**src/rtl/zet_ng_wb_sram_bridge.sv**
```systemverilog
`default_nettype none
// ============================================================================
// Module      : zet_ng_wb_sram_bridge
// Description : Wishbone B3 slave to single-port synchronous SRAM bridge.
//               Handles classic cycles and incrementing / wrapping bursts.
//               The SRAM has a 1-cycle read latency, so reads are issued one
//               beat ahead; bursts then run at one beat per clock.
// Revision    : 1.0 - initial release
// ============================================================================
module zet_ng_wb_sram_bridge #(
    parameter int ADDR_WIDTH = 27,
    parameter int DATA_WIDTH = 32
) (
    input  logic                    clk,
    input  logic                    rst,
    input  logic [ADDR_WIDTH-1:0]   wb_adr_i,
    input  logic                    wb_cyc_i,
    input  logic                    wb_stb_i,
    input  logic                    wb_we_i,
    input  logic [DATA_WIDTH/8-1:0] wb_sel_i,
    input  logic [DATA_WIDTH-1:0]   wb_dat_i,
    input  logic [2:0]              wb_cti_i,
    input  logic [1:0]              wb_bte_i,
    output logic                    wb_ack_o,
    output logic [DATA_WIDTH-1:0]   wb_dat_o,
    output logic                    ram_en_o,
    output logic                    ram_we_o,
    output logic [ADDR_WIDTH-3:0]   ram_addr_o,
    output logic [DATA_WIDTH/8-1:0] ram_wmask_o,
    output logic [DATA_WIDTH-1:0]   ram_wdata_o,
    input  logic [DATA_WIDTH-1:0]   ram_rdata_i
);

    localparam int C_WORD_AW = ADDR_WIDTH - 2;

    typedef enum logic [1:0] {
        IDLE   = 2'd0,
        RBURST = 2'd1,
        WACK   = 2'd2
    } state_t;

    state_t               r_state;
    logic [C_WORD_AW-1:0] r_addr;      // word address of the last issued read

    logic                 w_req;
    logic                 w_burst;
    logic [C_WORD_AW-1:0] w_word_adr;
    logic [C_WORD_AW-1:0] w_next_addr;
    logic                 w_unused;

    assign w_req      = wb_cyc_i & wb_stb_i;
    // Only 010 continues a burst; reserved codes behave like classic / end.
    assign w_burst    = (wb_cti_i == 3'b010);
    assign w_word_adr = wb_adr_i[ADDR_WIDTH-1:2];
    // Byte lane bits are meaningless for a word-wide SRAM.
    assign w_unused   = &{1'b0, wb_adr_i[1:0]};

    assign ram_wmask_o = wb_sel_i;
    assign ram_wdata_o = wb_dat_i;

    // Next burst address: linear increment or wrap within a 4/8/16-word block.
    always_comb begin
        w_next_addr = r_addr + {{(C_WORD_AW-1){1'b0}}, 1'b1};
        case (wb_bte_i)
            2'b01:   w_next_addr = {r_addr[C_WORD_AW-1:2], r_addr[1:0] + 2'd1};
            2'b10:   w_next_addr = {r_addr[C_WORD_AW-1:3], r_addr[2:0] + 3'd1};
            2'b11:   w_next_addr = {r_addr[C_WORD_AW-1:4], r_addr[3:0] + 4'd1};
            default: w_next_addr = r_addr + {{(C_WORD_AW-1){1'b0}}, 1'b1};
        endcase
    end

    // Bus and SRAM strobes; combinational so a read issues in the request cycle.
    always_comb begin
        wb_ack_o   = 1'b0;
        wb_dat_o   = '0;
        ram_en_o   = 1'b0;
        ram_we_o   = 1'b0;
        ram_addr_o = w_word_adr;
        if (!rst) begin
            case (r_state)
                IDLE: begin
                    if (w_req && !wb_we_i) begin
                        ram_en_o = 1'b1;
                    end
                end
                RBURST: begin
                    if (w_req) begin
                        wb_ack_o = 1'b1;
                        wb_dat_o = ram_rdata_i;
                        if (w_burst) begin
                            ram_en_o   = 1'b1;
                            ram_addr_o = w_next_addr;
                        end
                    end
                end
                WACK: begin
                    if (w_req) begin
                        wb_ack_o = 1'b1;
                        ram_en_o = 1'b1;
                        ram_we_o = 1'b1;
                    end
                end
                default: begin
                    wb_ack_o = 1'b0;
                end
            endcase
        end
    end

    // Cycle state and read address counter; any gap in req returns to IDLE.
    always_ff @(posedge clk) begin
        if (rst) begin
            r_state <= IDLE;
            r_addr  <= '0;
        end else begin
            case (r_state)
                IDLE: begin
                    if (w_req) begin
                        if (wb_we_i) begin
                            r_state <= WACK;
                        end else begin
                            r_state <= RBURST;
                            r_addr  <= w_word_adr;
                        end
                    end
                end
                RBURST: begin
                    if (w_req && w_burst) begin
                        r_addr <= w_next_addr;
                    end else begin
                        r_state <= IDLE;
                    end
                end
                WACK: begin
                    if (!(w_req && w_burst)) begin
                        r_state <= IDLE;
                    end
                end
                default: r_state <= IDLE;
            endcase
        end
    end

endmodule
`default_nettype wire

```
**config.mk**
```make
export PLATFORM = sky130hd
export DESIGN_NAME = zet_ng_wb_sram_bridge
export DESIGN_NICKNAME = d
export VERILOG_FILES = /design/src/rtl/zet_ng_wb_sram_bridge.sv
export SDC_FILE = /design/constraint.sdc
export NUM_CORES = 1
export LEC_CHECK = 0
export BUFFER_PORTS_ARGS = -buffer_cell sky130_fd_sc_hd__buf_2
export CAP_MARGIN = 20
export CORE_UTILIZATION = 38
export DETAILED_ROUTE_END_ITERATION = 8
export PLACE_DENSITY = 0.78
export SLEW_MARGIN = 20
export SYNTH_ARGS = -nofsm -noshare
export SYNTH_HDL_FRONTEND = slang
export SYNTH_SLANG_ARGS = --single-unit
```
**constraint.sdc**
```tcl
create_clock -name clk -period 1.9 [get_ports clk]
set_clock_uncertainty 0.1 [all_clocks]
set_input_delay 0 -clock clk [delete_from_list [all_inputs] [get_ports clk]]
set_output_delay 0 -clock clk [all_outputs]
set_load 0.005 [all_outputs]
```
==> results.toml, run 1 <==
[synthesis]
syn_area_per_cell_sq_um = 6.92
synth-edff-count = 0
netlist_area_sq_um = 2840
synthFlopType = "dfxtp_1"
synth.yosys.seq_area_share_pct = 19.0
post_synth_inst_count = 410
yosysWarningCount = 0
async_flop_share_pct = 0
synth_cell_type_count = 52
synth-seq-cells = 27
synthesis.nets = 520

[placed_design]
io_buffers = 126
dp.final_hpwl_um = 7660
replace_congestion = 0.918

[run_status]
violations = "negative hold slack, negative setup slack"
run_status = "finished, violations left"

[floorplan]
die_w_um = 88.4
initial_core_util_pct = 39.1
io_pins = 201
core.rowCount = 31
core_area_sq_um = 7250
die_area_sq_um = 7820
die_h_um = 88.4

[cells_and_area]
postLayoutCoreUtil_pct = 68.0
fin_nets = 717
antenna-diode-count = 0
syn2layout_area_growth_pct = 73.7
fillCellCount = 581
multiInputGateArea_sq_um = 2200
drive_above_1_share_pct = 47.4
ff_latch_area_sq_um = 558

[global_route]
grt.overflow.total = 0
pin_count_of_the_biggest_net_entering_global_routing = 23
first_global_vias = 3428
antenna_violations_before_repair = 0
grt_first_pass_wirelength_um = 16300
grt.total_usage_pct = 26.6

[route]
first_iter_violations = 337
route.final.wire_length_um = 12100
wl_met1_um = 4330
drt-wirelength-per-cell_um = 17.2
route.top_layer_used = "met4"
detail-route-antenna-nets = 0
drt-pass1-iter-count = 5
vias = 3967
drc_errors = 0
met3_wirelength_um = 1070
met2WireLength_um = 6250
drt-vias-per-instance = 5.63

[timing]
fin_tns_setup_ns = -9.09
worst_pin_slew_ns = 0.597
final_critical_path_setup_slack_ns = -0.289
max_slew_headroom_pct = 60.2
slew_violations = 0
period_share_pct = 115
highest_clock_rate_ghz = 0.457
finalSetupViolCount = 53
shortest_clock_period_the_worst_path_allows_after_layout_ns = 2.19
total_count_of_hold_check_failures_in_the_final_report = 1
unrepaired_setup_endpoints_after_global_routing = "true"
finalHoldWorstSlack_ns = -0.0218

[clock_network]
buffer_levels_on_the_longest_clock_path = 2
clock_pin_slew_of_the_registers_on_the_worst_case_setup_and_hold_paths_ns = 0.10
cts.htree.levels = 1
numClockSinks = 27
cts_tree = "done"
worst_skew_pair.late_latency_ns = 0.28
root_buffer = "clkbuf_8"
cts_made_buffers = 3

[critical_path]
critical_path_arrival_ns = 2.09
crit_type = "reg2out"
timing.critical_path.slowest_stage_cell = "or4_4"
setup.worst_path.end_class = "primary output"
path_delay_family = "simple AND/OR/NAND/NOR gates"
worstPathBufferInverterCount = 1
delay_of_the_slowest_cell_on_the_worst_path_ns = 0.58
critical_path_required_ns = 1.80
critical_path.cell_chain = "nand4_1 -> or4_4 -> or3_4 -> a31oi_2 -> buf_2"
cp-start-kind = "register"
critical_path_peak_fanout = 5

[power]
power_frac_clock_pct = 19.2
power_per_cell_area_nw_per_um2 = 369
power.switching_mw = 0.637
comb_power_share_pct = 43.8
worst_ir_drop_vdd_mv = 0.237
leakagePower_nw = 2.19
power_report.internal_total_mw = 1.18
total_power_mw = 1.82
pwr-share-seq_pct = 37.0
swShare_pct = 35.0

[job]
timing.max_cap.violations = 0

[min_path]
timing.hold.worst.class = "in2reg"
-- sequential cells by signal, indices dropped and copies added (netlist names) --
name and cells:
r_addr 25, r_state 2
-- final cells by class --
| class | count | area share [%] |
|---|---|---|
| Multi-Input combinational cell | 312 | 44.7 |
| Clock buffer | 4 | 0.914 |
| Sequential cell | 27 | 11.3 |
| Timing Repair Buffer | 255 | 39.9 |
| Inverter | 8 | 0.609 |
| Tap cell | 99 | 2.51 |
-- per-stage QoR --
stage / instance area (sq um) / worst slack (ns) / std cells
3_3_place_gp: 3710 / -0.0800 / 629
3_5_place_dp: 3710 / -0.151 / 629
4_1_cts: 4590 / -0.252 / 693
5_1_grt: 4930 / -0.329 / 705
6_report: 4930 / -0.289 / 705
2_1_floorplan: 2880 / -0.0456 / 410
-- layout by cell type, fill, tap and decap left out, types with 6 or more instances in the layout --
cell type / n
a21oi_1: 29
dfxtp_1: 19
nor3_1: 12
xnor2_1: 8
nand4_1: 12
o21ai_1: 7
buf_4: 63
dlygate4sd3_1: 47
buf_12: 6
nand2_1: 22
o221ai_1: 6
o21ai_0: 20
xor2_1: 11
a21oi_2: 17
buf_2: 125
and2_1: 32
nor2_1: 38
-- power by group through the flow --
stage	logic, mW	registers (mW)	clock network (mW)
floorplan	0.347	0.672	0
detailed placement	0.559	0.675	0
global route	0.850	0.678	0.365
CTS	0.716	0.666	0.342
finish	0.797	0.673	0.350
global placement	0.543	0.671	0
-- path summary, 6_finish.rpt --
path,slack (ns),to,depth (start not counted),from
setup reg to reg,-0.24,r_addr[10],9,r_state[1]
hold / removal,-0.02,r_addr[21],3,wb_adr_i[23]
hold reg to reg,0.46,r_addr[14],1,r_addr[14]
setup / recovery,-0.29,ram_addr_o[23],5,r_addr[5]
-- cells in the mapped netlist (all sizes together), types with 4 or more instances --
library cell  number  area share, %
nor4               5            1.3
or4                4            1.2
xor2              11            3.4
o21a               4            1.1
nor3              16            2.8
o21ai             31            5.5
inv                8            1.1
buf               41             10
mux2i              5            1.8
a21oi             46            8.1
xnor2             11            3.4
nand2             22            2.9
dfxtp             27             19
o32ai              4            1.2
nor2              42            5.6
a31oi              6            1.3
clkbuf            22            3.0
and3               7            1.5
nand3              5           0.88
ha                 5            2.2
nand4             12            2.6
and2              35            7.7
nor2b              4           0.88
nand2b             4           0.88
o221ai             6            1.9
-- worst min-delay path, delay by kind of cell --
family | cells | cell delay (ns)
AO/OA/AOI/OAI | 1 | 0.15
buffers and inverters | 1 | 0.11
AND/OR/NAND/NOR | 1 | 0.06
-- what timing repair did --
item / in CTS / in global routing
setup buffers: 12 / 6
endpoints found under the hold margin: 47 / 1
gates cloned: 3 / 6
gates resized for setup: 49 / 45
hold buffers: 46 / 1
pin swaps: 13 / 9
setup endpoints to repair: 83 / 86
-- cells by family after synthesis --
family | count (synthesis) | share of synthesized area (%)
and+or+nand+nor | 168 | 32.4
muxes | 6 | 2.16
AOI/OAI and AO/OA | 111 | 23.1
buffers and inverters | 71 | 14.3
xor gates and xnor gates | 22 | 6.79
adders and majority gates | 5 | 2.20
DFF | 27 | 19.0
-- metal layers --
metal | vias up | GRT usage (%)
met4 | 0 | 9.97
met5 | - | 0
li1 | 1810 | -
met1 | 1840 | 29.7
met3 | 51 | 4.20
met2 | 266 | 50.5
(Power assumes the default switching activity.)
==> run 2: changes to the inputs <==
--- a/config.mk
+++ b/config.mk
@@ -7,9 +7,11 @@
 export LEC_CHECK = 0
 export BUFFER_PORTS_ARGS = -buffer_cell sky130_fd_sc_hd__buf_2
 export CAP_MARGIN = 20
-export CORE_UTILIZATION = 38
+export CELL_PAD_IN_SITES_DETAIL_PLACEMENT = 0
+export CELL_PAD_IN_SITES_GLOBAL_PLACEMENT = 2
+export CORE_UTILIZATION = 18
 export DETAILED_ROUTE_END_ITERATION = 8
-export PLACE_DENSITY = 0.78
+export PLACE_DENSITY_LB_ADDON = 0.1
 export SLEW_MARGIN = 20
 export SYNTH_ARGS = -nofsm -noshare
 export SYNTH_HDL_FRONTEND = slang
==> run 2 against run 1 <==
Fmax about the same. Combinational power down 1%. Via count shrank 6.1%. The flow finishes with violations (negative setup slack). Wire length rose by 5.3%. Count of clock-buffer cells in the layout unchanged. Register-to-register slack better by 0.08 ns. Design area increased by 5.3%.
==> results.toml, run 2 (same netlist as run 1, synthesis figures left out) <==
[run_status]
run_status = "finished, violations left"
violations = "negative setup slack"

[global_route]
pin_count_of_the_biggest_net_entering_global_routing = 23
first_global_vias = 3611
grt.overflow.total = 0
grt.total_usage_pct = 14.9
grt_first_pass_wirelength_um = 18900
antenna_violations_before_repair = 0

[power]
worst_ir_drop_vdd_mv = 0.301
leakagePower_nw = 2.27
comb_power_share_pct = 40.0
power_frac_clock_pct = 26.2
power_report.internal_total_mw = 1.32
power_per_cell_area_nw_per_um2 = 380
pwr-share-seq_pct = 33.8
swShare_pct = 32.7
total_power_mw = 1.97
power.switching_mw = 0.645

[timing]
total_count_of_hold_check_failures_in_the_final_report = 0
period_share_pct = 115
shortest_clock_period_the_worst_path_allows_after_layout_ns = 2.19
unrepaired_setup_endpoints_after_global_routing = "true"
max_slew_headroom_pct = 72.9
finalHoldWorstSlack_ns = 0.000300
final_critical_path_setup_slack_ns = -0.290
finalSetupViolCount = 45
slew_violations = 0
worst_pin_slew_ns = 0.404
highest_clock_rate_ghz = 0.457

[critical_path]
delay_of_the_slowest_cell_on_the_worst_path_ns = 0.49
critical_path_arrival_ns = 2.09
critical_path.cell_chain = "inv_2 -> ha_4 -> inv_2 -> or4_4 -> nor2_4 -> buf_12 -> buf_6 -> mux2_4 -> buf_6"
worstPathBufferInverterCount = 5
timing.rr.end = "r_addr[19]"
crit_type = "reg2out"
cp-start-kind = "register"
timing.critical_path.slowest_stage_cell = "or4_4"
timing.reg2reg.worst_path_depth = 10
setup.worst_path.end_class = "primary output"
critical_path_peak_fanout = 5
critical_path_required_ns = 1.80
crit-reg2reg-launch = "r_state[1]"
path_delay_family = "simple AND/OR/NAND/NOR gates"
reg2reg_setup_slack_ns = -0.16

[cells_and_area]
largest_registers = "r_addr (25), r_state (2)"
syn2layout_area_growth_pct = 82.8
largest-register = "r_addr"
number_of_flip_flops_under_the_largest_register_name = 25
final_cell_mix = "buf_2, buf_4, dlygate4sd3_1"
antenna-diode-count = 0
layout_commonest_cell = "buf_2"
drive_above_1_share_pct = 48.0
fin_nets = 736

[placed_design]
dp.final_hpwl_um = 9040
io_buffers = 126
replace_congestion = 0.740

[route]
drt-vias-per-instance = 4.46
drt-wirelength-per-cell_um = 15.3
drt-pass1-iter-count = 4
detail-route-antenna-nets = 0
route.final.wire_length_um = 12800
first_iter_violations = 134
vias = 3726
drc_errors = 0

[min_path]
worstHoldEndpoint = "r_addr[6]"
hold_path_depth = 3
timing.hold.worst.class = "in2reg"
holdCritStartpoint = "wb_adr_i[8]"

[floorplan]
core_area_sq_um = 15300
die_area_sq_um = 16300
die_h_um = 128
initial_core_util_pct = 18.5
die_w_um = 128
io_pins = 201
core.rowCount = 45

[clock_network]
buffer_levels_on_the_longest_clock_path = 2
cts_made_buffers = 3
worst_skew_pair.late_latency_ns = 0.27
numClockSinks = 27
clock_pin_slew_of_the_registers_on_the_worst_case_setup_and_hold_paths_ns = 0.08
cts_tree = "done"
cts.htree.levels = 1
root_buffer = "clkbuf_16"

[job]
timing.max_cap.violations = 0
==> run 2: area by class of cell <==
cell class,instances,area [sq um]
multi-input cells,312,2170
well taps,211,264
fillers,1667,10100
clock buffers,4,78.8
inverters,8,30.0
repair buffers,274,2080
flip-flops and latches,27,562
==> run 2: through the flow <==
step | utilization, % | instances | setup slack (ns) | cell area, sq um | TNS (ns)
floorplan | - | 410 | -0.0456 | 2880 | -0.166
global placement | 25.9 | 757 | -0.242 | 3970 | -3.01
detailed placement | 25.9 | 757 | -0.257 | 3970 | -3.68
CTS | 31.9 | 824 | -0.312 | 4880 | -9.01
global route | 33.9 | 836 | -0.368 | 5190 | -13.68
finish | 33.9 | 836 | -0.290 | 5190 | -8.18
==> run 2: what timing repair did <==
| item | CTS | global route |
|---|---|---|
| setup endpoints to repair | 81 | 80 |
| cloned | 2 | 6 |
| endpoints found under the hold margin | 47 | 0 |
| resized for setup | 51 | 51 |
| pin swaps | 17 | 9 |
| setup buffers | 14 | 6 |
| hold buffers | 47 | 0 |
==> run 2: power groups by stage <==
stage / registers (mW) / clock network [mW] / logic [mW]
floorplan: 0.672 / 0 / 0.347
global placement: 0.670 / 0 / 0.612
detailed placement: 0.671 / 0 / 0.612
CTS: 0.662 / 0.541 / 0.764
global route: 0.673 / 0.553 / 0.866
finish: 0.665 / 0.516 / 0.788
==> run 2: routing by layer <==
| metal | up-vias | routed length (um) | global-route usage [%] |
|---|---|---|---|
| li1 | 1846 | - | - |
| met1 | 1733 | 5720 | 19.1 |
| met2 | 143 | 6320 | 26.6 |
| met3 | 4 | 644 | 2.05 |
| met4 | 0 | 73 | 2.45 |
| met5 | - | 0 | 0 |
==> run 2: worst min-delay path, delay by kind of cell <==
family | cells | cell delay [ns]
buf+inv | 1 | 0.11
compound gates | 2 | 0.22
==> run 2: worst max path at each step <==
stage,from,end,cells past startpoint,slack [ns]
finish,r_state[1],ram_addr_o[1],9,-0.29
global route,r_state[1],ram_addr_o[1],9,-0.37
CTS,r_state[1],ram_addr_o[1],8,-0.31
detailed placement,r_state[1],ram_addr_o[10],9,-0.26
global placement,r_state[1],ram_addr_o[10],9,-0.24
floorplan,r_state[1],r_addr[0],8,-0.05
==> run 3: changes to the inputs <==
--- a/config.mk
+++ b/config.mk
@@ -8,8 +8,8 @@
 export BUFFER_PORTS_ARGS = -buffer_cell sky130_fd_sc_hd__buf_2
 export CAP_MARGIN = 20
 export CELL_PAD_IN_SITES_DETAIL_PLACEMENT = 0
-export CELL_PAD_IN_SITES_GLOBAL_PLACEMENT = 2
-export CORE_UTILIZATION = 18
+export CELL_PAD_IN_SITES_GLOBAL_PLACEMENT = 1
+export CORE_UTILIZATION = 25
 export DETAILED_ROUTE_END_ITERATION = 8
 export PLACE_DENSITY_LB_ADDON = 0.1
 export SLEW_MARGIN = 20
==> run 3 against run 2 <==
The flow still finishes with violations (negative setup slack). Power decreased by 0.55%. Clock power decreased by 3%. Critical path depth down 4. Count of clock-buffer cells in the layout did not move. Sequential cell count did not move. Non-clock buffer count decreased by 14. Combinational power is 0.8% higher. Design area decreased by 3.8%. Via count is 2.8% lower.
==> results.toml, run 3 (same netlist as run 1, synthesis figures left out) <==
[global_route]
grt.total_usage_pct = 19.4
first_global_vias = 3418
pin_count_of_the_biggest_net_entering_global_routing = 33
grt.overflow.total = 0
antenna_violations_before_repair = 0
grt_first_pass_wirelength_um = 17600

[timing]
slew_violations = 0
max_slew_headroom_pct = 72.0
unrepaired_setup_endpoints_after_global_routing = "true"
worst_pin_slew_ns = 0.416
final_critical_path_setup_slack_ns = -0.230
fin_tns_setup_ns = -6.76
finalSetupViolCount = 79
total_count_of_hold_check_failures_in_the_final_report = 0
highest_clock_rate_ghz = 0.469
period_share_pct = 112
shortest_clock_period_the_worst_path_allows_after_layout_ns = 2.13

[critical_path]
setup.worst_path.end_class = "primary output"
timing.reg2reg.worst_path_depth = 10
critical_path_arrival_ns = 2.03
cp-start-kind = "register"
critical_path_peak_fanout = 4
reg2reg_setup_slack_ns = -0.18
crit_end = "ram_addr_o[23]"
start_point_of_the_critical_path = "r_addr[3]"
critical_path_required_ns = 1.80
timing.rr.end = "r_addr[10]"
crit-reg2reg-launch = "r_state[1]"
crit_type = "reg2out"

[floorplan]
core_area_sq_um = 10900
die_area_sq_um = 11800
io_pins = 201
die_w_um = 109
die_h_um = 109
core.rowCount = 38
initial_core_util_pct = 25.9

[route]
drc_errors = 0
drt-wirelength-per-cell_um = 15.7
drt-vias-per-instance = 4.82
vias = 3622
route.final.wire_length_um = 11800
drt-pass1-iter-count = 4
first_iter_violations = 129
detail-route-antenna-nets = 0

[min_path]
holdCritStartpoint = "wb_adr_i[17]"
timing.hold.worst.class = "in2reg"

[power]
leakagePower_nw = 2.23
worst_ir_drop_vdd_mv = 0.280
power_per_cell_area_nw_per_um2 = 392

[cells_and_area]
drive_above_1_share_pct = 47.3
postLayoutCoreUtil_pct = 45.7
fin_nets = 722
largest-register = "r_addr"
final_cell_mix = "buf_2, buf_4, dlygate4sd3_1"
largest_registers = "r_addr (25), r_state (2)"
syn2layout_area_growth_pct = 76.0
layout_commonest_cell = "buf_2"
antenna-diode-count = 0
number_of_flip_flops_under_the_largest_register_name = 25
design_area_sq_um = 4990

[run_status]
run_status = "finished, violations left"
violations = "negative setup slack"

[clock_network]
cts_tree = "done"
cts.htree.levels = 1
cts_made_buffers = 3
clock_pin_slew_of_the_registers_on_the_worst_case_setup_and_hold_paths_ns = 0.07
worst_skew_pair.late_latency_ns = 0.26
numClockSinks = 27
buffer_levels_on_the_longest_clock_path = 2
root_buffer = "clkbuf_16"

[placed_design]
dp.final_hpwl_um = 8630
io_buffers = 126
replace_congestion = 0.787
preCtsSetupSlack_ns = -0.181
postPlaceCellArea_sq_um = 3840

[job]
timing.max_cap.violations = 0
-- run 3: per-layer routing --
layer	wire length, um	up-vias	track usage [%]
met1	5060	1658	24.1
met4	40	0	2.80
met5	0	-	0
met2	6100	142	36.4
met3	572	2	1.93
li1	-	1820	-
-- run 3: per-stage QoR --
stage	hold slack (ns)	power [mW]	instances
2_1_floorplan	-0.0192	1.02	410
3_3_place_gp	-0.100	1.25	680
3_5_place_dp	-0.100	1.25	680
4_1_cts	0.0149	1.91	742
5_1_grt	0.0305	2.07	751
6_report	0.0182	1.96	751
-- run 3: how the worst min path moves through the flow --
| stage | endpoint | slack [ns] | depth (start not counted) |
|---|---|---|---|
| 2_1_floorplan | ram_wdata_o[0] | -0.02 | 1 |
| 3_3_place_gp | ram_wdata_o[16] | -0.1 | 0 |
| 3_5_place_dp | ram_wdata_o[16] | -0.1 | 0 |
| 4_1_cts | r_state[0] | 0.01 | 2 |
| 5_1_grt | r_addr[1] | 0.03 | 3 |
| 6_report | r_addr[15] | 0.02 | 3 |
-- run 3: area by class of cell --
type,count,area (sq um)
inverter,8,32.5
timing repair buffer,260,1910
clock buffer,4,78.8
tap,140,175
sequential,27,559
fill,1121,5940
multi-input combinational,312,2240
-- run 3: critical path: stages, from the launching register on --
cell	delay [ns]
dfxtp_4	0.36
nand4bb_4	0.13
or4_4	0.58
or3_4	0.40
a31oi_2	0.15
buf_2	0.14
-- run 3: where the power goes --
group	switching [mW]	internal [mW]	leakage [nW]
clock network	0.211	0.288	0.0382
logic	0.369	0.426	1.96
registers	0.0481	0.617	0.226
total	0.628	1.33	2.23
-- run 3: what timing repair did --
item                                   in CTS  in global routing
resized for setup                          44                 57
gates cloned                                2                  2
setup endpoints to repair                  82                 85
pin swaps                                  13                 24
endpoints found under the hold margin      46                  0
setup buffers                              10                  8
hold buffers                               46                  0
